`config.mk`:
```
export PLATFORM = sky130hd
export DESIGN_NAME = shift_right_seq
export DESIGN_NICKNAME = d
export VERILOG_FILES = /design/src/rtl/shift_right_seq_pkg.sv /design/src/rtl/shift_right_step.sv /design/src/rtl/shift_right_seq.sv
export SDC_FILE = /design/constraint.sdc
export NUM_CORES = 1
export LEC_CHECK = 0
export ABC_AREA = 1
export ABC_CLOCK_PERIOD_IN_PS = 1300
export BUFFER_PORTS_ARGS = -buffer_cell sky130_fd_sc_hd__buf_2
export CORE_MARGIN = 8
export CORE_UTILIZATION = 45
export CTS_BUF_LIST = sky130_fd_sc_hd__clkbuf_8
export CTS_CLUSTER_DIAMETER = 50
export CTS_CLUSTER_SIZE = 25
export DETAILED_ROUTE_END_ITERATION = 8
export PLACE_DENSITY_LB_ADDON = 0.3
export SETUP_SLACK_MARGIN = 0.1
export SLEW_MARGIN = 20
export SYNTH_ARGS = -nofsm -noshare
export SYNTH_HDL_FRONTEND = slang
export SYNTH_SLANG_ARGS = --single-unit
export TNS_END_PERCENT = 5
```
`constraint.sdc`:
```
create_clock -name clk -period 1.3 [get_ports clk]
set_clock_uncertainty 0.05 [all_clocks]
set_input_delay 0.195 -clock clk [delete_from_list [all_inputs] [get_ports clk]]
set_output_delay 0.195 -clock clk [all_outputs]
set_load 0.01 [all_outputs]
```
`src/rtl/shift_right_seq_pkg.sv`:
```
// Shared definitions for the iterative right shifter: default sizes,
// shift-mode codes and the controller state encoding.
package shift_right_seq_pkg;

  localparam int WIDTH_DEF = 16;
  localparam int CNT_W_DEF = 4;

  localparam logic [1:0] MODE_LSR = 2'b00;
  localparam logic [1:0] MODE_ASR = 2'b01;
  localparam logic [1:0] MODE_ROR = 2'b10;

  typedef enum logic [1:0] {
    IDLE  = 2'b00,
    SHIFT = 2'b01,
    DONE  = 2'b10
  } state_t;

endpackage

```
`src/rtl/shift_right_step.sv`:
```
// Combinational single-position right shift; the mirror of the left shifter.
// Only the incoming msb depends on the mode; code 11 falls through to logical.
module shift_right_step
  import shift_right_seq_pkg::*;
#(
  parameter int WIDTH = WIDTH_DEF
) (
  input  logic [WIDTH-1:0] i_value,
  input  logic [1:0]       i_mode,
  output logic [WIDTH-1:0] o_value
);

  logic w_msb;

  always_comb begin
    w_msb = 1'b0;
    case (i_mode)
      MODE_ASR: w_msb = i_value[WIDTH-1];
      MODE_ROR: w_msb = i_value[0];
      default:  w_msb = 1'b0;
    endcase
  end

  assign o_value = {w_msb, i_value[WIDTH-1:1]};

endmodule

```
`src/rtl/shift_right_seq.sv`:
```
// Iterative right shifter: one bit position per clock under a latched mode,
// with a counter, a result register and a one-cycle done pulse.
module shift_right_seq
  import shift_right_seq_pkg::*;
#(
  parameter int WIDTH = WIDTH_DEF,
  parameter int CNT_W = CNT_W_DEF
) (
  input  logic             clk,
  input  logic             reset,
  input  logic             start,
  input  logic [WIDTH-1:0] input_value,
  input  logic [CNT_W-1:0] shift_amt,
  input  logic [1:0]       mode,
  output logic             busy,
  output logic             done,
  output logic [WIDTH-1:0] shifted_value,
  output logic [1:0]       dbg_state
);

  // Handshake: start is a request sampled on the rising edge and accepted
  // only in IDLE or DONE (busy=0); while busy=1 it is ignored entirely.
  // done is a one-cycle registered pulse qualifying shifted_value, which
  // then holds until the next accepted start.

  state_t           r_state;
  state_t           w_next_state;
  logic [CNT_W-1:0] r_cnt;
  logic [1:0]       r_mode;
  logic [WIDTH-1:0] r_value;
  logic [WIDTH-1:0] w_step_value;
  logic             w_accept;

  assign w_accept = start && ((r_state == IDLE) || (r_state == DONE));

  shift_right_step #(
    .WIDTH (WIDTH)
  ) u_step (
    .i_value (r_value),
    .i_mode  (r_mode),
    .o_value (w_step_value)
  );

  always_ff @(posedge clk or posedge reset) begin
    if (reset) begin
      r_state <= IDLE;
    end else begin
      r_state <= w_next_state;
    end
  end

  always_comb begin
    w_next_state = r_state;
    case (r_state)
      IDLE, DONE: begin
        if (start) begin
          w_next_state = (shift_amt != '0) ? SHIFT : DONE;
        end else begin
          w_next_state = IDLE;
        end
      end
      SHIFT: begin
        if (r_cnt == CNT_W'(1)) begin
          w_next_state = DONE;
        end
      end
      default: w_next_state = IDLE;
    endcase
  end

  always_ff @(posedge clk or posedge reset) begin
    if (reset) begin
      r_value <= '0;
      r_cnt   <= '0;
      r_mode  <= MODE_LSR;
    end else if (w_accept) begin
      r_value <= input_value;
      r_cnt   <= shift_amt;
      r_mode  <= mode;
    end else if (r_state == SHIFT) begin
      r_value <= w_step_value;
      r_cnt   <= r_cnt - CNT_W'(1);
    end
  end

  assign busy          = (r_state == SHIFT);
  assign done          = (r_state == DONE);
  assign shifted_value = r_value;
  assign dbg_state     = r_state;

endmodule

```
==> Yosys cells after proc, flatten, opt, wreduce, memory -nomap -nowiden <==
Index checks and enable logic that the tools add are counted.
W data, S select, Z words.
{ "word_totals": {"register_bits": 24, "word_cells": 29} }
{ "op_classes": {"reduce_logical": 7, "muxes": 9, "n_addsub": 1, "n_eq_ne": 7} }
{ "ops": {"columns": ["operator", "n"], "rows": [
  ["$mux W16", 2],
  ["$mux W4", 2],
  ["$mux W2", 3],
  ["$eq A2 B1 Y1 const B", 2],
  ["$eq A2 B2 Y1 const B", 2],
  ["$eq A4 B1 Y1 const B", 1],
  ["$pmux W2 S2", 1],
  ["$reduce_bool A4 Y1", 1],
  ["$sub A4 B1 Y4 const B", 1],
  ["$logic_not A2 Y1", 1],
  ["$ne A2 B1 Y1 const B", 1],
  ["$ne A2 B2 Y1 const B", 1],
  ["$pmux W1 S2", 1],
  ["$reduce_and A2 Y1", 1],
  ["$reduce_bool A2 Y1", 1],
  ["$reduce_or A2 Y1", 1],
  ["$logic_and A1 B1 Y1", 1],
  ["$logic_or A1 B1 Y1", 1]
]} }

==> Longest topological paths before layout <==
Gate-level depths: netlist of the first run.
{ "logic_depth": {"depth_word": 5, "depth_mapped": 7, "ltp_nobuf": 7} }

==> Hierarchy <==
A second synthesis of the first run with hierarchy kept.
{ "unflattened": {"cells_unflattened": 185, "hier_area_um2": 1397.6} }
{ "by_module_without_submodules": {"columns": ["module", "seq_area_each_um2", "area_per_inst_um2", "cells_per_inst", "n_inst"], "rows": [
  ["shift_right_seq", 600.6, 1228.7, 162, 1],
  ["shift_right_step", 0.0, 168.9, 23, 1]
]} }

==> Worst setup path before layout of the first run <==
OpenSTA, ideal clock, no wires.
{ "synth_path": {"path_type": "flip-flop to flip-flop", "startpoint": "reg r_cnt[0]", "endpoint": "reg r_cnt[1]", "setup_time_ps": 68, "t_arrival_ps": 1044, "path_slack_ps": 138, "period_less_slack_ps": 1162, "t_required_ps": 1182, "path_buffers": 0, "stages_incl_launch_ff": 5, "cell_sequence": "dfrtp_1 inv_1 ha_1 or2_2 nand3_1"} }
{ "synth_via": {"elab_chain_len": 3} }
{ "synth_rtl": {"columns": ["item", "line", "source"], "rows": [
  ["start, declared", "shift_right_seq.sv:28", "logic [CNT_W-1:0] r_cnt;"],
  ["start signal, assigned", "shift_right_seq.sv:78", "r_cnt <= shift_amt;"],
  ["start signal, assigned", "shift_right_seq.sv:82", "r_cnt <= r_cnt - CNT_W'(1);"],
  ["$sub A4 B1 Y4", "shift_right_seq.sv:82", null],
  ["$mux W4", "shift_right_seq.sv:80", "end else if (r_state == SHIFT) begin"],
  ["$mux W4", "shift_right_seq.sv:76", "end else if (w_accept) begin"]
]} }
Every way passes these cells. The select of a mux whose other input is x is not followed.
A chain may end at the register's enable or synchronous reset.

==> Worst setup path in the final report of the first run <==
{ "layout_path": {"startpoint": "reg r_state[1], in the netlist dbg_state[1]", "endpoint": "out busy"} }
{ "layout_via": {"elab_chain_len": 1} }
{ "layout_rtl": {"columns": ["item", "line", "source"], "rows": [
  ["start, declared", "shift_right_seq.sv:26", "state_t r_state;"],
  ["start signal, assigned", "shift_right_seq.sv:48", "r_state <= w_next_state;"],
  ["$eq A2 B1 Y1", "shift_right_seq.sv:86", "assign busy = (r_state == SHIFT);"],
  ["end, declared", "shift_right_seq.sv:15", "output logic busy,"]
]} }
Every way passes these cells.

==> report_table.html, run 1 <==
<table>
<tr><th>Metric</th><th>Value</th></tr>
<tr><th colspan="2">Clock network</th></tr>
<tr><td>Root Buffer</td><td>sky130_fd_sc_hd__clkbuf_8</td></tr>
<tr><td>Clock Pin Slew Worst Setup and Hold Paths</td><td>90 ps</td></tr>
<tr><td>Clock latency of the later-clocked register in the worst-skew pair</td><td>270 ps</td></tr>
<tr><td>TritonCTS clock tree</td><td>built</td></tr>
<tr><td>Number of sinks driven by the clock tree</td><td>24</td></tr>
<tr><td>Cts bufs inserted</td><td>3</td></tr>
<tr><td>Buffer levels on the longest clock path</td><td>2</td></tr>
<tr><td>Htree depth</td><td>1</td></tr>
<tr><th colspan="2">Cells and area</th></tr>
<tr><td>Highest-count cells in the layout ignoring fill and taps</td><td>61 x sky130_fd_sc_hd__nand2_1, 43 x sky130_fd_sc_hd__buf_2, 24 x sky130_fd_sc_hd__dfrtp_1</td></tr>
<tr><td>Growth of design area from synthesis to finish</td><td>30.96%</td></tr>
<tr><td>Nets</td><td>235</td></tr>
<tr><td>Utilization after layout</td><td>0.6156</td></tr>
<tr><td>Most common cell after layout, fill and taps aside</td><td>sky130_fd_sc_hd__nand2_1</td></tr>
<tr><td>Count of antenna diodes in the layout</td><td>0</td></tr>
<tr><td>Final Instance Area</td><td>0.001683 mm²</td></tr>
<tr><td>Share of cells above drive strength 1</td><td>0.4396</td></tr>
<tr><th colspan="2">Worst setup path</th></tr>
<tr><td>Crit. End Element</td><td>primary output</td></tr>
<tr><td>Register-to-register setup slack</td><td>40 ps</td></tr>
<tr><td>WP data required</td><td>1050 ps</td></tr>
<tr><td>Slowest stage cell, crit path</td><td>sky130_fd_sc_hd__dfrtp_1</td></tr>
<tr><td>Stage delay of the slowest cell on the critical path</td><td>390 ps</td></tr>
<tr><td>Startpoint of the worst-slack reg-to-reg timing path</td><td>r_cnt[0]</td></tr>
<tr><td>Maximum fanout along the worst path</td><td>2</td></tr>
<tr><td>Worst Setup Start Kind</td><td>flop</td></tr>
<tr><td>Type of the worst setup path</td><td>flop to primary output</td></tr>
<tr><td>Path depth of the worst reg2reg path</td><td>4</td></tr>
<tr><td>Arrival time reported for the critical path endpoint</td><td>1040 ps</td></tr>
<tr><td>Cell chain of the critical path</td><td>inv_2 &gt; nand2_2 &gt; inv_2 &gt; buf_6 &gt; buf_6</td></tr>
<tr><td>Crit Reg-Reg Endpoint</td><td>r_cnt[1]</td></tr>
<tr><th colspan="2">Pwr</th></tr>
<tr><td>Relative contribution of sequential cells to total power</td><td>0.328</td></tr>
<tr><td>PD cells</td><td>2589 mW/mm²</td></tr>
<tr><td>Relative contribution of combinational cells to total power</td><td>0.520</td></tr>
<tr><td>Cell Int Power</td><td>0.002488 W</td></tr>
<tr><td>P_sw</td><td>0.001870 W</td></tr>
<tr><td>Worst ir drop on vdd</td><td>1478 µV</td></tr>
<tr><td>Reported leakage power</td><td>0.9554 nW</td></tr>
<tr><td>Part of the total power dissipated in the clock network</td><td>0.152</td></tr>
<tr><td>Sw Ratio</td><td>0.4291</td></tr>
<tr><th colspan="2">Global route</th></tr>
<tr><td>Maximum number of pins on one net before global-route repair</td><td>25</td></tr>
<tr><td>Total GRT Usage</td><td>0.1371</td></tr>
<tr><td>Remaining Overflow, GRT</td><td>0</td></tr>
<tr><td>Antenna violations before repair</td><td>0</td></tr>
<tr><td>Number of global-route vias before repair</td><td>1194</td></tr>
<tr><td>Global-route wire length before repair</td><td>5506 µm</td></tr>
<tr><th colspan="2">Logic synthesis</th></tr>
<tr><td>Seq cells post-synth</td><td>24</td></tr>
<tr><td>Total of warnings raised by yosys</td><td>0</td></tr>
<tr><td>Synthesized net count</td><td>182</td></tr>
<tr><td>Sequential area share after synthesis</td><td>0.4674</td></tr>
<tr><td>Number of distinct library cells after synthesis</td><td>19</td></tr>
<tr><td>Combined area of all synthesized cells</td><td>0.001285 mm²</td></tr>
<tr><td>Average footprint of a synthesized cell</td><td>8.290 µm²</td></tr>
<tr><td>Syn Inst Count</td><td>155</td></tr>
<tr><th colspan="2">Floorplanning</th></tr>
<tr><td>Starting utilization of the core area</td><td>0.4700</td></tr>
<tr><td>Core ar.</td><td>0.002734 mm²</td></tr>
<tr><td>Die X-Extent</td><td>69.44 µm</td></tr>
<tr><td>Number of top-level design ports</td><td>45</td></tr>
<tr><td>Die Height</td><td>69.44 µm</td></tr>
<tr><td>Area enclosed by the die boundary</td><td>0.004821 mm²</td></tr>
<tr><td>Site row count</td><td>19</td></tr>
<tr><th colspan="2">Routing</th></tr>
<tr><td>Total iterations of the first detailed-routing run</td><td>4</td></tr>
<tr><td>Wire length per cell</td><td>13.61 µm</td></tr>
<tr><td>Number of nets with antenna violations after routing</td><td>0</td></tr>
<tr><td>Ratio of routed vias to standard cells</td><td>4.882</td></tr>
<tr><td>Total wire length</td><td>3238 µm</td></tr>
<tr><td>DRC violation total after the first TritonRoute iteration</td><td>71</td></tr>
<tr><td>Vias</td><td>1162</td></tr>
<tr><td>Drt drc</td><td>0</td></tr>
<tr><th colspan="2">Worst hold path</th></tr>
<tr><td>Min-Delay Path Class</td><td>input pin to flop</td></tr>
<tr><td>Worst-case hold path end point</td><td>r_mode[1]</td></tr>
<tr><td>Hold_sp</td><td>mode[1]</td></tr>
<tr><td>Worst Hold Depth</td><td>3</td></tr>
<tr><th colspan="2">Placement</th></tr>
<tr><td>Total of buffers placed on input and output ports</td><td>44</td></tr>
<tr><td>Detail Placement HPWL</td><td>2386 µm</td></tr>
<tr><td>Final RePlAce weighted congestion</td><td>0.7900</td></tr>
<tr><td>Cell area reported after detailed placement</td><td>0.001533 mm²</td></tr>
<tr><th colspan="2">Flow run</th></tr>
<tr><td>Number of violations of the max-capacitance limit</td><td>0</td></tr>
<tr><th colspan="2">Timing</th></tr>
<tr><td>Final hold slack</td><td>65.18 ps</td></tr>
<tr><td>Final-report setup violation count</td><td>0</td></tr>
<tr><td>Shortest period the worst path allows</td><td>1288 ps</td></tr>
<tr><td>Slew Viols, Final</td><td>0</td></tr>
<tr><td>RSZ-0062 raised after global routing</td><td>yes</td></tr>
<tr><td>Worst relative slew slack</td><td>0.7954</td></tr>
<tr><td>Fraction of the cycle the final worst path needs</td><td>0.9909</td></tr>
<tr><td>Summed negative setup slack over all endpoints</td><td>0 ps</td></tr>
<tr><td>Slew @ Worst Pin</td><td>306.9 ps</td></tr>
<tr><td>Fin. Hold Viols</td><td>0</td></tr>
<tr><td>Achievable clock frequency</td><td>0.7763 GHz</td></tr>
<tr><th colspan="2">Run status</th></tr>
<tr><td>Result of the run</td><td>complete, no violations</td></tr>
</table>
==> timing repair <==
item	4_1_cts	5_1_grt
hold buffers	1	0
pin swaps	2	2
buffers inserted	3	0
resized for setup	5	11
setup endpoints to repair	3	26
endpoints found under the hold margin	24	0
==> final cells by class <==
cell class                      instances  area [µm²]
Sequential cell                        24       600.6
Timing Repair Buffer                   53       316.6
Multi-Input combinational cell        114       600.6
Clock buffer                            3       41.29
Inverter                               12       55.05
Tap cell                               31       38.79
Clock inverter                          1       30.03
Fill cell                             234        1051
==> layer usage <==
layer	GRT usage	wire, µm
met5	0	0
met2	0.2346	1586
met3	0.04721	238
met1	0.1500	1341
met4	0.05695	72
==> per-stage QoR <==
stage / std cells / worst slack [ps] / power (W)
floorplan: 155 / 138.1 / 0.002903
detailed placement: 230 / 37.85 / 0.003519
finish: 238 / 11.82 / 0.004358
global placement: 230 / 124.8 / 0.003393
CTS: 238 / 6.839 / 0.004343
global route: 238 / -35.06 / 0.004721
==> Yosys cell counts, drive strengths merged <==
| cell | instances | share of area |
|---|---|---|
| buf | 5 | 0.048 |
| dfrtp | 24 | 0.47 |
| ha | 2 | 0.019 |
| inv | 12 | 0.039 |
| nand2 | 78 | 0.26 |
| nand3 | 22 | 0.12 |
| nor2 | 7 | 0.020 |
| o21ai | 3 | 0.015 |
| or2 | 1 | 0.0049 |
| xor2 | 1 | 0.0068 |
==> registers in the layout (all words and copies together) (netlist names) <==
name / cells
shifted_value: 16
r_cnt: 4
dbg_state: 2
r_mode: 2
==> worst max path at each step <==
stage                             from       end  slack, ps  cells after the start
after global placement        r_cnt[0]  r_cnt[1]        120                      4
after floorplan               r_cnt[0]  r_cnt[1]        140                      4
after global routing      dbg_state[1]      busy        -40                      5
after detailed placement      r_cnt[0]  r_cnt[1]         40                      4
after CTS                 dbg_state[1]      busy          7                      5
final                     dbg_state[1]      busy         10                      5
==> critical path: cells and delay by family, from the launching register on <==
family                 cells  cell delay (ps)
buffers and inverters      4              310
DFF                        1              390
and+or+nand+nor            1               60
==> logic make-up after synthesis <==
family                   count (synthesis)  share of synthesized area
AO/OA/AOI/OAI                            3                    0.01460
XOR/XNOR                                 1                   0.006817
adder cells (fa/ha/maj)                  2                    0.01947
buffers and inverters                   17                    0.08666
flip-flops                              24                     0.4674
AND/OR/NAND/NOR                        108                     0.4051
==> power by group through the flow <==
stage               logic (W)  registers (W)  clock network, W
floorplan             0.00138        0.00152                 0
global placement      0.00198        0.00141                 0
detailed placement    0.00207        0.00144                 0
CTS                   0.00224        0.00143          0.000680
global route          0.00253        0.00148          0.000714
finish                0.00227        0.00143          0.000662
(Power assumes the default switching activity.)
==> inputs of run 2 (changes only) <==
--- a/config.mk
+++ b/config.mk
@@ -8,7 +8,6 @@
 export ABC_AREA = 1
 export ABC_CLOCK_PERIOD_IN_PS = 1300
 export BUFFER_PORTS_ARGS = -buffer_cell sky130_fd_sc_hd__buf_2
-export CORE_MARGIN = 8
 export CORE_UTILIZATION = 45
 export CTS_BUF_LIST = sky130_fd_sc_hd__clkbuf_8
 export CTS_CLUSTER_DIAMETER = 50
==> report_table.html, run 2 (synthesis gave the netlist of run 1 again) <==
<table>
<tr><th>Metric</th><th>Value</th></tr>
<tr><th colspan="2">Run status</th></tr>
<tr><td>Result of the run</td><td>complete, no violations (unchanged)</td></tr>
<tr><th colspan="2">Floorplanning</th></tr>
<tr><td>Core ar.</td><td>0.002734 mm² (unchanged)</td></tr>
<tr><td>Die X-Extent</td><td>55.44 µm (was 69.44 µm)</td></tr>
<tr><td>Area enclosed by the die boundary</td><td>0.003073 mm² (was 0.004821 mm²)</td></tr>
<tr><td>Number of top-level design ports</td><td>45 (unchanged)</td></tr>
<tr><td>Site row count</td><td>19 (unchanged)</td></tr>
<tr><td>Die Height</td><td>55.44 µm (was 69.44 µm)</td></tr>
<tr><td>Starting utilization of the core area</td><td>0.4700 (unchanged)</td></tr>
<tr><th colspan="2">Clock network</th></tr>
<tr><td>Clock latency of the later-clocked register in the worst-skew pair</td><td>270 ps (about the same)</td></tr>
<tr><td>Cts bufs inserted</td><td>3 (unchanged)</td></tr>
<tr><td>Buffer levels on the longest clock path</td><td>2 (unchanged)</td></tr>
<tr><td>Clock Pin Slew Worst Setup and Hold Paths</td><td>90 ps (about the same)</td></tr>
<tr><td>Number of sinks driven by the clock tree</td><td>24 (unchanged)</td></tr>
<tr><td>Htree depth</td><td>1 (unchanged)</td></tr>
<tr><td>TritonCTS clock tree</td><td>built (unchanged)</td></tr>
<tr><td>Root Buffer</td><td>sky130_fd_sc_hd__clkbuf_8 (unchanged)</td></tr>
<tr><th colspan="2">Routing</th></tr>
<tr><td>Number of nets with antenna violations after routing</td><td>0 (unchanged)</td></tr>
<tr><td>Drt drc</td><td>0 (unchanged)</td></tr>
<tr><td>Total wire length</td><td>2790 µm (was 3238 µm)</td></tr>
<tr><td>Ratio of routed vias to standard cells</td><td>4.870 (was 4.882)</td></tr>
<tr><td>Total iterations of the first detailed-routing run</td><td>4 (unchanged)</td></tr>
<tr><td>Vias</td><td>1159 (was 1162)</td></tr>
<tr><td>DRC violation total after the first TritonRoute iteration</td><td>76 (was 71)</td></tr>
<tr><td>Wire length per cell</td><td>11.72 µm (was 13.61 µm)</td></tr>
<tr><th colspan="2">Cells and area</th></tr>
<tr><td>Count of antenna diodes in the layout</td><td>0 (unchanged)</td></tr>
<tr><td>Flip-flop count of the largest register after layout</td><td>16 (unchanged)</td></tr>
<tr><td>Growth of design area from synthesis to finish</td><td>26.87% (was 30.96%)</td></tr>
<tr><td>Utilization after layout</td><td>0.5963 (was 0.6156)</td></tr>
<tr><td>Share of cells above drive strength 1</td><td>0.4058 (was 0.4396)</td></tr>
<tr><td>Nets</td><td>235 (unchanged)</td></tr>
<tr><td>Fill cell count</td><td>260 (was 234)</td></tr>
<tr><td>Most common cell after layout, fill and taps aside</td><td>sky130_fd_sc_hd__nand2_1 (unchanged)</td></tr>
<tr><td>Highest-count cells in the layout ignoring fill and taps</td><td>66 x sky130_fd_sc_hd__nand2_1, 43 x sky130_fd_sc_hd__buf_2, 24 x sky130_fd_sc_hd__dfrtp_1 (was 61 x sky130_fd_sc_hd__nand2_1, 43 x sky130_fd_sc_hd__buf_2, 24 x sky130_fd_sc_hd__dfrtp_1)</td></tr>
<tr><th colspan="2">Worst setup path</th></tr>
<tr><td>Type of the worst setup path</td><td>flop to primary output (unchanged)</td></tr>
<tr><td>Cell chain of the critical path</td><td>nand2_2 &gt; clkinvlp_4 &gt; buf_6 (was inv_2 &gt; nand2_2 &gt; inv_2 &gt; buf_6 &gt; buf_6)</td></tr>
<tr><td>Stage delay of the slowest cell on the critical path</td><td>430 ps (was 390 ps)</td></tr>
<tr><td>WP data required</td><td>1050 ps (about the same)</td></tr>
<tr><td>Maximum fanout along the worst path</td><td>4 (was 2)</td></tr>
<tr><td>Crit. End Element</td><td>primary output (unchanged)</td></tr>
<tr><td>Slowest stage cell, crit path</td><td>sky130_fd_sc_hd__dfrtp_1 (unchanged)</td></tr>
<tr><td>Arrival time reported for the critical path endpoint</td><td>1050 ps (was 1040 ps)</td></tr>
<tr><td>Worst Setup Start Kind</td><td>flop (unchanged)</td></tr>
<tr><th colspan="2">Pwr</th></tr>
<tr><td>Worst ir drop on vdd</td><td>1409 µV (was 1478 µV)</td></tr>
<tr><td>Reported leakage power</td><td>0.9262 nW (was 0.9554 nW)</td></tr>
<tr><td>PD cells</td><td>2510 mW/mm² (was 2589 mW/mm²)</td></tr>
<tr><td>Total power consumption of the routed design</td><td>0.004092 W (was 0.004358 W)</td></tr>
<tr><th colspan="2">Timing</th></tr>
<tr><td>Final-report setup violation count</td><td>0 (unchanged)</td></tr>
<tr><td>Slew @ Worst Pin</td><td>315.3 ps (was 306.9 ps)</td></tr>
<tr><td>Fraction of the cycle the final worst path needs</td><td>0.9951 (was 0.9909)</td></tr>
<tr><td>RSZ-0062 raised after global routing</td><td>yes (unchanged)</td></tr>
<tr><td>Shortest period the worst path allows</td><td>1294 ps (was 1288 ps)</td></tr>
<tr><td>Fin. Hold Viols</td><td>0 (unchanged)</td></tr>
<tr><td>Final hold slack</td><td>70.49 ps (was 65.18 ps)</td></tr>
<tr><td>Slew Viols, Final</td><td>0 (unchanged)</td></tr>
<tr><td>Achievable clock frequency</td><td>0.7730 GHz (was 0.7763 GHz)</td></tr>
<tr><td>Worst relative slew slack</td><td>0.7898 (was 0.7954)</td></tr>
<tr><th colspan="2">Placement</th></tr>
<tr><td>Total of buffers placed on input and output ports</td><td>44 (unchanged)</td></tr>
<tr><td>Detail Placement HPWL</td><td>2059 µm (was 2386 µm)</td></tr>
<tr><td>Final RePlAce weighted congestion</td><td>0.7902 (was 0.7900)</td></tr>
<tr><th colspan="2">Flow run</th></tr>
<tr><td>Number of violations of the max-capacitance limit</td><td>0 (unchanged)</td></tr>
<tr><th colspan="2">Global route</th></tr>
<tr><td>Antenna violations before repair</td><td>0 (unchanged)</td></tr>
<tr><td>Global-route wire length before repair</td><td>4802 µm (was 5506 µm)</td></tr>
<tr><td>Maximum number of pins on one net before global-route repair</td><td>25 (unchanged)</td></tr>
<tr><td>Number of global-route vias before repair</td><td>1078 (was 1194)</td></tr>
<tr><td>Total GRT Usage</td><td>0.1940 (was 0.1371)</td></tr>
<tr><td>Remaining Overflow, GRT</td><td>0 (unchanged)</td></tr>
<tr><th colspan="2">Worst hold path</th></tr>
<tr><td>Min-Delay Path Class</td><td>input pin to flop (unchanged)</td></tr>
</table>
==> run 2: cell types whose count changed in the layout (fill, tap and decap cells not counted), moves of 2 or more <==
cell / before / now
sky130_fd_sc_hd__nand2_4: 4 / 2
sky130_fd_sc_hd__nand2_1: 61 / 66
sky130_fd_sc_hd__buf_6: 3 / 1
sky130_fd_sc_hd__nand2_2: 13 / 10
sky130_fd_sc_hd__buf_4: 5 / 7
==> run 2: through the flow <==
step,area (µm²),setup TNS [ps],instances,setup WS [ps]
finish,1630,0,238,6.336
global route,1630,-329.7,238,-35.81
CTS,1630,0,238,1.899
detailed placement,1540,0,231,55.26
global placement,1540,0,231,106.8
floorplan,1285,0,155,138.1
==> run 2: layout make-up <==
cell class | instances | area, µm² | share of cell area
Sequential cell | 24 | 600.6 | 0.3684
Multi-Input combinational cell | 114 | 573.1 | 0.3515
Timing Repair Buffer | 53 | 309.0 | 0.1896
Clock buffer | 4 | 55.05 | 0.03377
Inverter | 12 | 53.80 | 0.03300
Tap cell | 31 | 38.79 | 0.02379
==> run 2: layer usage <==
metal / GRT usage / part of all wire / vias to the layer above
li1: - / - / 580
met1: 0.2663 / 0.47 / 544
met2: 0.3219 / 0.48 / 33
met3: 0.02810 / 0.043 / 2
met4: 0.05000 / 0.0057 / 0
met5: 0 / 0 / -
==> run 2: timing repair <==
item,CTS,global route
endpoints found under the setup margin,19,23
hold endpoints to repair,24,0
pin swaps,1,1
hold buffers,1,0
buffers inserted,2,0
resized for setup,2,1
==> run 2: path summary, 6_finish.rpt <==
path	to	cells after the start	from	slack, ps
max	busy	3	dbg_state[0]	6
max in group asynchronous	r_cnt[3]	4	reset	510
min in group asynchronous	shifted_value[15]	4	reset	450
min reg2reg	shifted_value[12]	2	shifted_value[12]	470
min	r_mode[1]	3	mode[1]	70
max reg2reg	shifted_value[2]	6	dbg_state[0]	20
==> run 2: report_power, final <==
part	switching, W	internal, W	total (W)
sequential	0.000326	0.00112	0.00144
combinational	0.00122	0.000913	0.00213
clock	0.000247	0.000271	0.000518
==> run 2: critical path: cells and delay by family, from the launching register on <==
kind | cells | cell delay [ps]
and+or+nand+nor | 1 | 110
buffers and inverters | 2 | 240
DFF | 1 | 430
==> inputs of run 3 (changes only) <==
--- a/config.mk
+++ b/config.mk
@@ -18,5 +18,6 @@
 export SLEW_MARGIN = 20
 export SYNTH_ARGS = -nofsm -noshare
 export SYNTH_HDL_FRONTEND = slang
+export SYNTH_HIERARCHICAL = 1
 export SYNTH_SLANG_ARGS = --single-unit
 export TNS_END_PERCENT = 5
==> report_table.html, run 3 <==
<table>
<tr><th>Metric</th><th>Value</th></tr>
<tr><th colspan="2">Worst setup path</th></tr>
<tr><td>Path depth of the worst reg2reg path</td><td>4 (was 6)</td></tr>
<tr><td>Maximum fanout along the worst path</td><td>6 (was 4)</td></tr>
<tr><td>Startpoint of the worst-slack reg-to-reg timing path</td><td>r_cnt[0] (was dbg_state[0])</td></tr>
<tr><td>Crit Reg-Reg Endpoint</td><td>r_cnt[1] (was shifted_value[2])</td></tr>
<tr><td>Worst Setup Start Kind</td><td>flop (unchanged)</td></tr>
<tr><td>Register-to-register setup slack</td><td>60 ps (was 20 ps)</td></tr>
<tr><td>WP data required</td><td>1050 ps (about the same)</td></tr>
<tr><td>Arrival time reported for the critical path endpoint</td><td>1000 ps (was 1050 ps)</td></tr>
<tr><td>Crit. End Element</td><td>primary output (unchanged)</td></tr>
<tr><td>Type of the worst setup path</td><td>flop to primary output (unchanged)</td></tr>
<tr><th colspan="2">Placement</th></tr>
<tr><td>Final RePlAce weighted congestion</td><td>0.8106 (was 0.7902)</td></tr>
<tr><td>Worst setup slack before clock tree synthesis</td><td>21.54 ps (was 55.26 ps)</td></tr>
<tr><td>Detail Placement HPWL</td><td>1910 µm (was 2059 µm)</td></tr>
<tr><td>Total of buffers placed on input and output ports</td><td>44 (unchanged)</td></tr>
<tr><th colspan="2">Clock network</th></tr>
<tr><td>Clock latency of the later-clocked register in the worst-skew pair</td><td>260 ps (was 270 ps)</td></tr>
<tr><td>Cts bufs inserted</td><td>3 (unchanged)</td></tr>
<tr><td>Root Buffer</td><td>sky130_fd_sc_hd__clkbuf_8 (unchanged)</td></tr>
<tr><td>TritonCTS clock tree</td><td>built (unchanged)</td></tr>
<tr><td>Htree depth</td><td>1 (unchanged)</td></tr>
<tr><td>Number of sinks driven by the clock tree</td><td>24 (unchanged)</td></tr>
<tr><td>Clock Pin Slew Worst Setup and Hold Paths</td><td>80 ps (was 90 ps)</td></tr>
<tr><td>Buffer levels on the longest clock path</td><td>2 (unchanged)</td></tr>
<tr><th colspan="2">Timing</th></tr>
<tr><td>Worst relative slew slack</td><td>0.7987 (was 0.7898)</td></tr>
<tr><td>RSZ-0062 raised after global routing</td><td>yes (unchanged)</td></tr>
<tr><td>Fraction of the cycle the final worst path needs</td><td>0.9602 (was 0.9951)</td></tr>
<tr><td>Final-report setup violation count</td><td>0 (unchanged)</td></tr>
<tr><td>Shortest period the worst path allows</td><td>1248 ps (was 1294 ps)</td></tr>
<tr><td>Slew @ Worst Pin</td><td>302.0 ps (was 315.3 ps)</td></tr>
<tr><td>Slew Viols, Final</td><td>0 (unchanged)</td></tr>
<tr><td>Fin. Hold Viols</td><td>0 (unchanged)</td></tr>
<tr><td>Summed negative setup slack over all endpoints</td><td>0 ps (unchanged)</td></tr>
<tr><td>Achievable clock frequency</td><td>0.8011 GHz (was 0.7730 GHz)</td></tr>
<tr><td>Final Worst Setup Slack</td><td>51.70 ps (was 6.336 ps)</td></tr>
<tr><th colspan="2">Worst hold path</th></tr>
<tr><td>Hold_sp</td><td>mode[1] (unchanged)</td></tr>
<tr><td>Worst-case hold path end point</td><td>r_mode[1] (unchanged)</td></tr>
<tr><td>Worst Hold Depth</td><td>3 (unchanged)</td></tr>
<tr><td>Min-Delay Path Class</td><td>input pin to flop (unchanged)</td></tr>
<tr><th colspan="2">Floorplanning</th></tr>
<tr><td>Starting utilization of the core area</td><td>0.4899 (was 0.4700)</td></tr>
<tr><td>Area enclosed by the die boundary</td><td>0.003333 mm² (was 0.003073 mm²)</td></tr>
<tr><td>Site row count</td><td>19 (unchanged)</td></tr>
<tr><td>Die X-Extent</td><td>57.73 µm (was 55.44 µm)</td></tr>
<tr><td>Number of top-level design ports</td><td>45 (unchanged)</td></tr>
<tr><td>Core ar.</td><td>0.002853 mm² (was 0.002734 mm²)</td></tr>
<tr><td>Die Height</td><td>57.73 µm (was 55.44 µm)</td></tr>
<tr><th colspan="2">Global route</th></tr>
<tr><td>Global-route met1 utilization</td><td>0.2333 (was 0.2663)</td></tr>
<tr><td>Remaining Overflow, GRT</td><td>0 (unchanged)</td></tr>
<tr><td>GR Layer Usage met3</td><td>0.02232 (was 0.02810)</td></tr>
<tr><td>Total GRT Usage</td><td>0.1845 (was 0.1940)</td></tr>
<tr><td>Global-route wire length before repair</td><td>4740 µm (was 4802 µm)</td></tr>
<tr><td>GRT busiest layer</td><td>met2 (unchanged)</td></tr>
<tr><td>Maximum number of pins on one net before global-route repair</td><td>25 (unchanged)</td></tr>
<tr><td>Met2 demand-to-capacity share in global routing</td><td>0.3289 (was 0.3219)</td></tr>
<tr><td>Antenna violations before repair</td><td>0 (unchanged)</td></tr>
<tr><td>Number of global-route vias before repair</td><td>1130 (was 1078)</td></tr>
<tr><th colspan="2">Pwr</th></tr>
<tr><td>PD cells</td><td>2408 mW/mm² (was 2510 mW/mm²)</td></tr>
<tr><td>Relative contribution of combinational cells to total power</td><td>0.525 (was 0.521)</td></tr>
<tr><td>Reported leakage power</td><td>0.9211 nW (was 0.9262 nW)</td></tr>
<tr><td>P_sw</td><td>0.001698 W (was 0.001791 W)</td></tr>
<tr><td>Total power consumption of the routed design</td><td>0.003910 W (was 0.004092 W)</td></tr>
<tr><td>Worst ir drop on vdd</td><td>1071 µV (was 1409 µV)</td></tr>
<tr><td>Part of the total power dissipated in the clock network</td><td>0.108 (was 0.127)</td></tr>
<tr><td>Relative contribution of sequential cells to total power</td><td>0.367 (was 0.353)</td></tr>
<tr><td>Sw Ratio</td><td>0.4344 (was 0.4378)</td></tr>
<tr><td>Cell Int Power</td><td>0.002212 W (was 0.002300 W)</td></tr>
<tr><th colspan="2">Cells and area</th></tr>
<tr><td>Utilization after layout</td><td>0.5693 (was 0.5963)</td></tr>
<tr><td>Nets</td><td>250 (was 235)</td></tr>
<tr><td>Most common cell after layout, fill and taps aside</td><td>sky130_fd_sc_hd__nand2_1 (unchanged)</td></tr>
<tr><td>Count of antenna diodes in the layout</td><td>0 (unchanged)</td></tr>
<tr><td>Flip-flop count of the largest register after layout</td><td>16 (unchanged)</td></tr>
<tr><td>Share of cells above drive strength 1</td><td>0.3059 (was 0.4058)</td></tr>
<tr><td>Fill cell count</td><td>289 (was 260)</td></tr>
<tr><td>Highest-count cells in the layout ignoring fill and taps</td><td>71 x sky130_fd_sc_hd__nand2_1, 43 x sky130_fd_sc_hd__buf_2, 23 x sky130_fd_sc_hd__dfrtp_1 (was 66 x sky130_fd_sc_hd__nand2_1, 43 x sky130_fd_sc_hd__buf_2, 24 x sky130_fd_sc_hd__dfrtp_1)</td></tr>
<tr><td>Growth of design area from synthesis to finish</td><td>16.20% (was 26.87%)</td></tr>
<tr><th colspan="2">Logic synthesis</th></tr>
<tr><td>Sequential area share after synthesis</td><td>0.4297 (was 0.4674)</td></tr>
<tr><td>Cell type with the highest aggregate area in the netlist</td><td>sky130_fd_sc_hd__dfrtp_1 (unchanged)</td></tr>
<tr><td>Synthesized net count</td><td>214 (was 182)</td></tr>
<tr><td>Proportion of register bits with asynchronous set or reset after synthesis</td><td>1.000 (unchanged)</td></tr>
<tr><td>Synth Flop Type</td><td>sky130_fd_sc_hd__dfrtp_1 (unchanged)</td></tr>
<tr><td>Total of warnings raised by yosys</td><td>6 (was 0)</td></tr>
<tr><td>Top post-synthesis cells by count</td><td>71 x sky130_fd_sc_hd__nand2_1, 24 x sky130_fd_sc_hd__dfrtp_1, 20 x sky130_fd_sc_hd__buf_4 (was 66 x sky130_fd_sc_hd__nand2_1, 24 x sky130_fd_sc_hd__dfrtp_1, 13 x sky130_fd_sc_hd__nand3_1)</td></tr>
<tr><td>Seq cells post-synth</td><td>24 (unchanged)</td></tr>
<tr><td>Combined area of all synthesized cells</td><td>0.001398 mm² (was 0.001285 mm²)</td></tr>
<tr><td>Syn Inst Count</td><td>185 (was 155)</td></tr>
<tr><td>Fraction of synthesized cell area taken by the top area cell type</td><td>0.4297 (was 0.4674)</td></tr>
<tr><td>Number of distinct library cells after synthesis</td><td>17 (was 19)</td></tr>
<tr><td>Average footprint of a synthesized cell</td><td>7.555 µm² (was 8.290 µm²)</td></tr>
<tr><td>Count of flip-flops with a built-in enable after synthesis</td><td>0 (unchanged)</td></tr>
<tr><td>Most used standard cell by instance count after synthesis</td><td>sky130_fd_sc_hd__nand2_1 (unchanged)</td></tr>
<tr><td>Leading post-synthesis cells by cell area</td><td>sky130_fd_sc_hd__dfrtp_1 43%, sky130_fd_sc_hd__nand2_1 19%, sky130_fd_sc_hd__buf_4 11%, sky130_fd_sc_hd__nand3_1 5.4%, sky130_fd_sc_hd__inv_1 4.8% (was sky130_fd_sc_hd__dfrtp_1 47%, sky130_fd_sc_hd__nand2_1 19%, sky130_fd_sc_hd__nand3_2 7.0%, sky130_fd_sc_hd__nand3_1 5.1%, sky130_fd_sc_hd__nand2_2 4.9%)</td></tr>
<tr><th colspan="2">Routing</th></tr>
<tr><td>Number of nets with antenna violations after routing</td><td>0 (unchanged)</td></tr>
<tr><td>Total iterations of the first detailed-routing run</td><td>6 (was 4)</td></tr>
<tr><td>Ratio of routed vias to standard cells</td><td>4.724 (was 4.870)</td></tr>
<tr><td>DRC violation total after the first TritonRoute iteration</td><td>48 (was 76)</td></tr>
<tr><td>Wire length per cell</td><td>10.66 µm (was 11.72 µm)</td></tr>
<tr><td>Vias</td><td>1181 (was 1159)</td></tr>
<tr><td>Total wire length</td><td>2665 µm (was 2790 µm)</td></tr>
<tr><td>Drt drc</td><td>3 (was 0)</td></tr>
<tr><th colspan="2">Flow run</th></tr>
<tr><td>Number of violations of the max-capacitance limit</td><td>0 (unchanged)</td></tr>
<tr><th colspan="2">Run status</th></tr>
<tr><td>Violated checks</td><td>design-rule violations</td></tr>
<tr><td>Result of the run</td><td>finished with violations (was complete, no violations)</td></tr>
</table>
[run 3: critical path, cell delays in order (launching register included)]
cell and delay, ps:
sky130_fd_sc_hd__dfrtp_2 440, sky130_fd_sc_hd__nand2_4 130, sky130_fd_sc_hd__inv_2 60, sky130_fd_sc_hd__buf_6 120
[run 3: worst max path at each step]
stage | slack [ps] | start | endpoint
floorplan | 100 | r_mode[1] | shifted_value[15]
global placement | 70 | dbg_state[0] | r_cnt[3]
detailed placement | 20 | dbg_state[0] | r_cnt[3]
CTS | 30 | dbg_state[0] | busy
global route | 3 | r_mode[0] | shifted_value[15]
finish | 50 | dbg_state[0] | busy
[run 3: cells by family after synthesis]
group,count (synthesis),share of synthesized area
buffers and inverters,41,0.1755
adders and majority gates,4,0.03581
AOI/OAI and AO/OA,10,0.03940
DFF,24,0.4297
xor gates and xnor gates,1,0.006268
and+or+nand+nor,105,0.3133
[run 3: cell type report]
class | count | area, µm² | area share
Clock buffer | 3 | 41.29 | 0.02542
Sequential cell | 24 | 601.8 | 0.3706
Tap cell | 31 | 38.79 | 0.02388
Timing Repair Buffer | 52 | 301.5 | 0.1857
Inverter | 20 | 83.83 | 0.05162
Multi-Input combinational cell | 120 | 556.8 | 0.3428
[run 3: routing by layer]
metal	wire, µm	share of wire	up-vias
met1	1244	0.47	534
met5	0	0	-
met3	103	0.039	2
met4	10	0.0038	0
li1	-	-	616
met2	1307	0.49	29
[run 3: power by group through the flow]
stage	logic [W]	registers, W	clock network [W]
final	0.00205	0.00143	0.000423
after global routing	0.00239	0.00149	0.000471
after CTS	0.00202	0.00143	0.000440
after detailed placement	0.00194	0.00143	0
after global placement	0.00191	0.00143	0
after floorplan	0.00159	0.00152	0
[run 3: metrics by stage]
stage               hold slack, ps  instances  cell area (µm²)
floorplan                    159.6        185             1398
global placement             208.1        243             1521
detailed placement           212.5        243             1521
CTS                          74.02        249             1609
global route                 94.91        250             1624
finish                       78.25        250             1624
[run 3: what timing repair did]
item,CTS,global route
gates resized for setup,4,6
buffers inserted,2,1
hold buffers,1,0
setup endpoints to repair,13,25
pin swaps,1,1
endpoints found under the hold margin,24,0
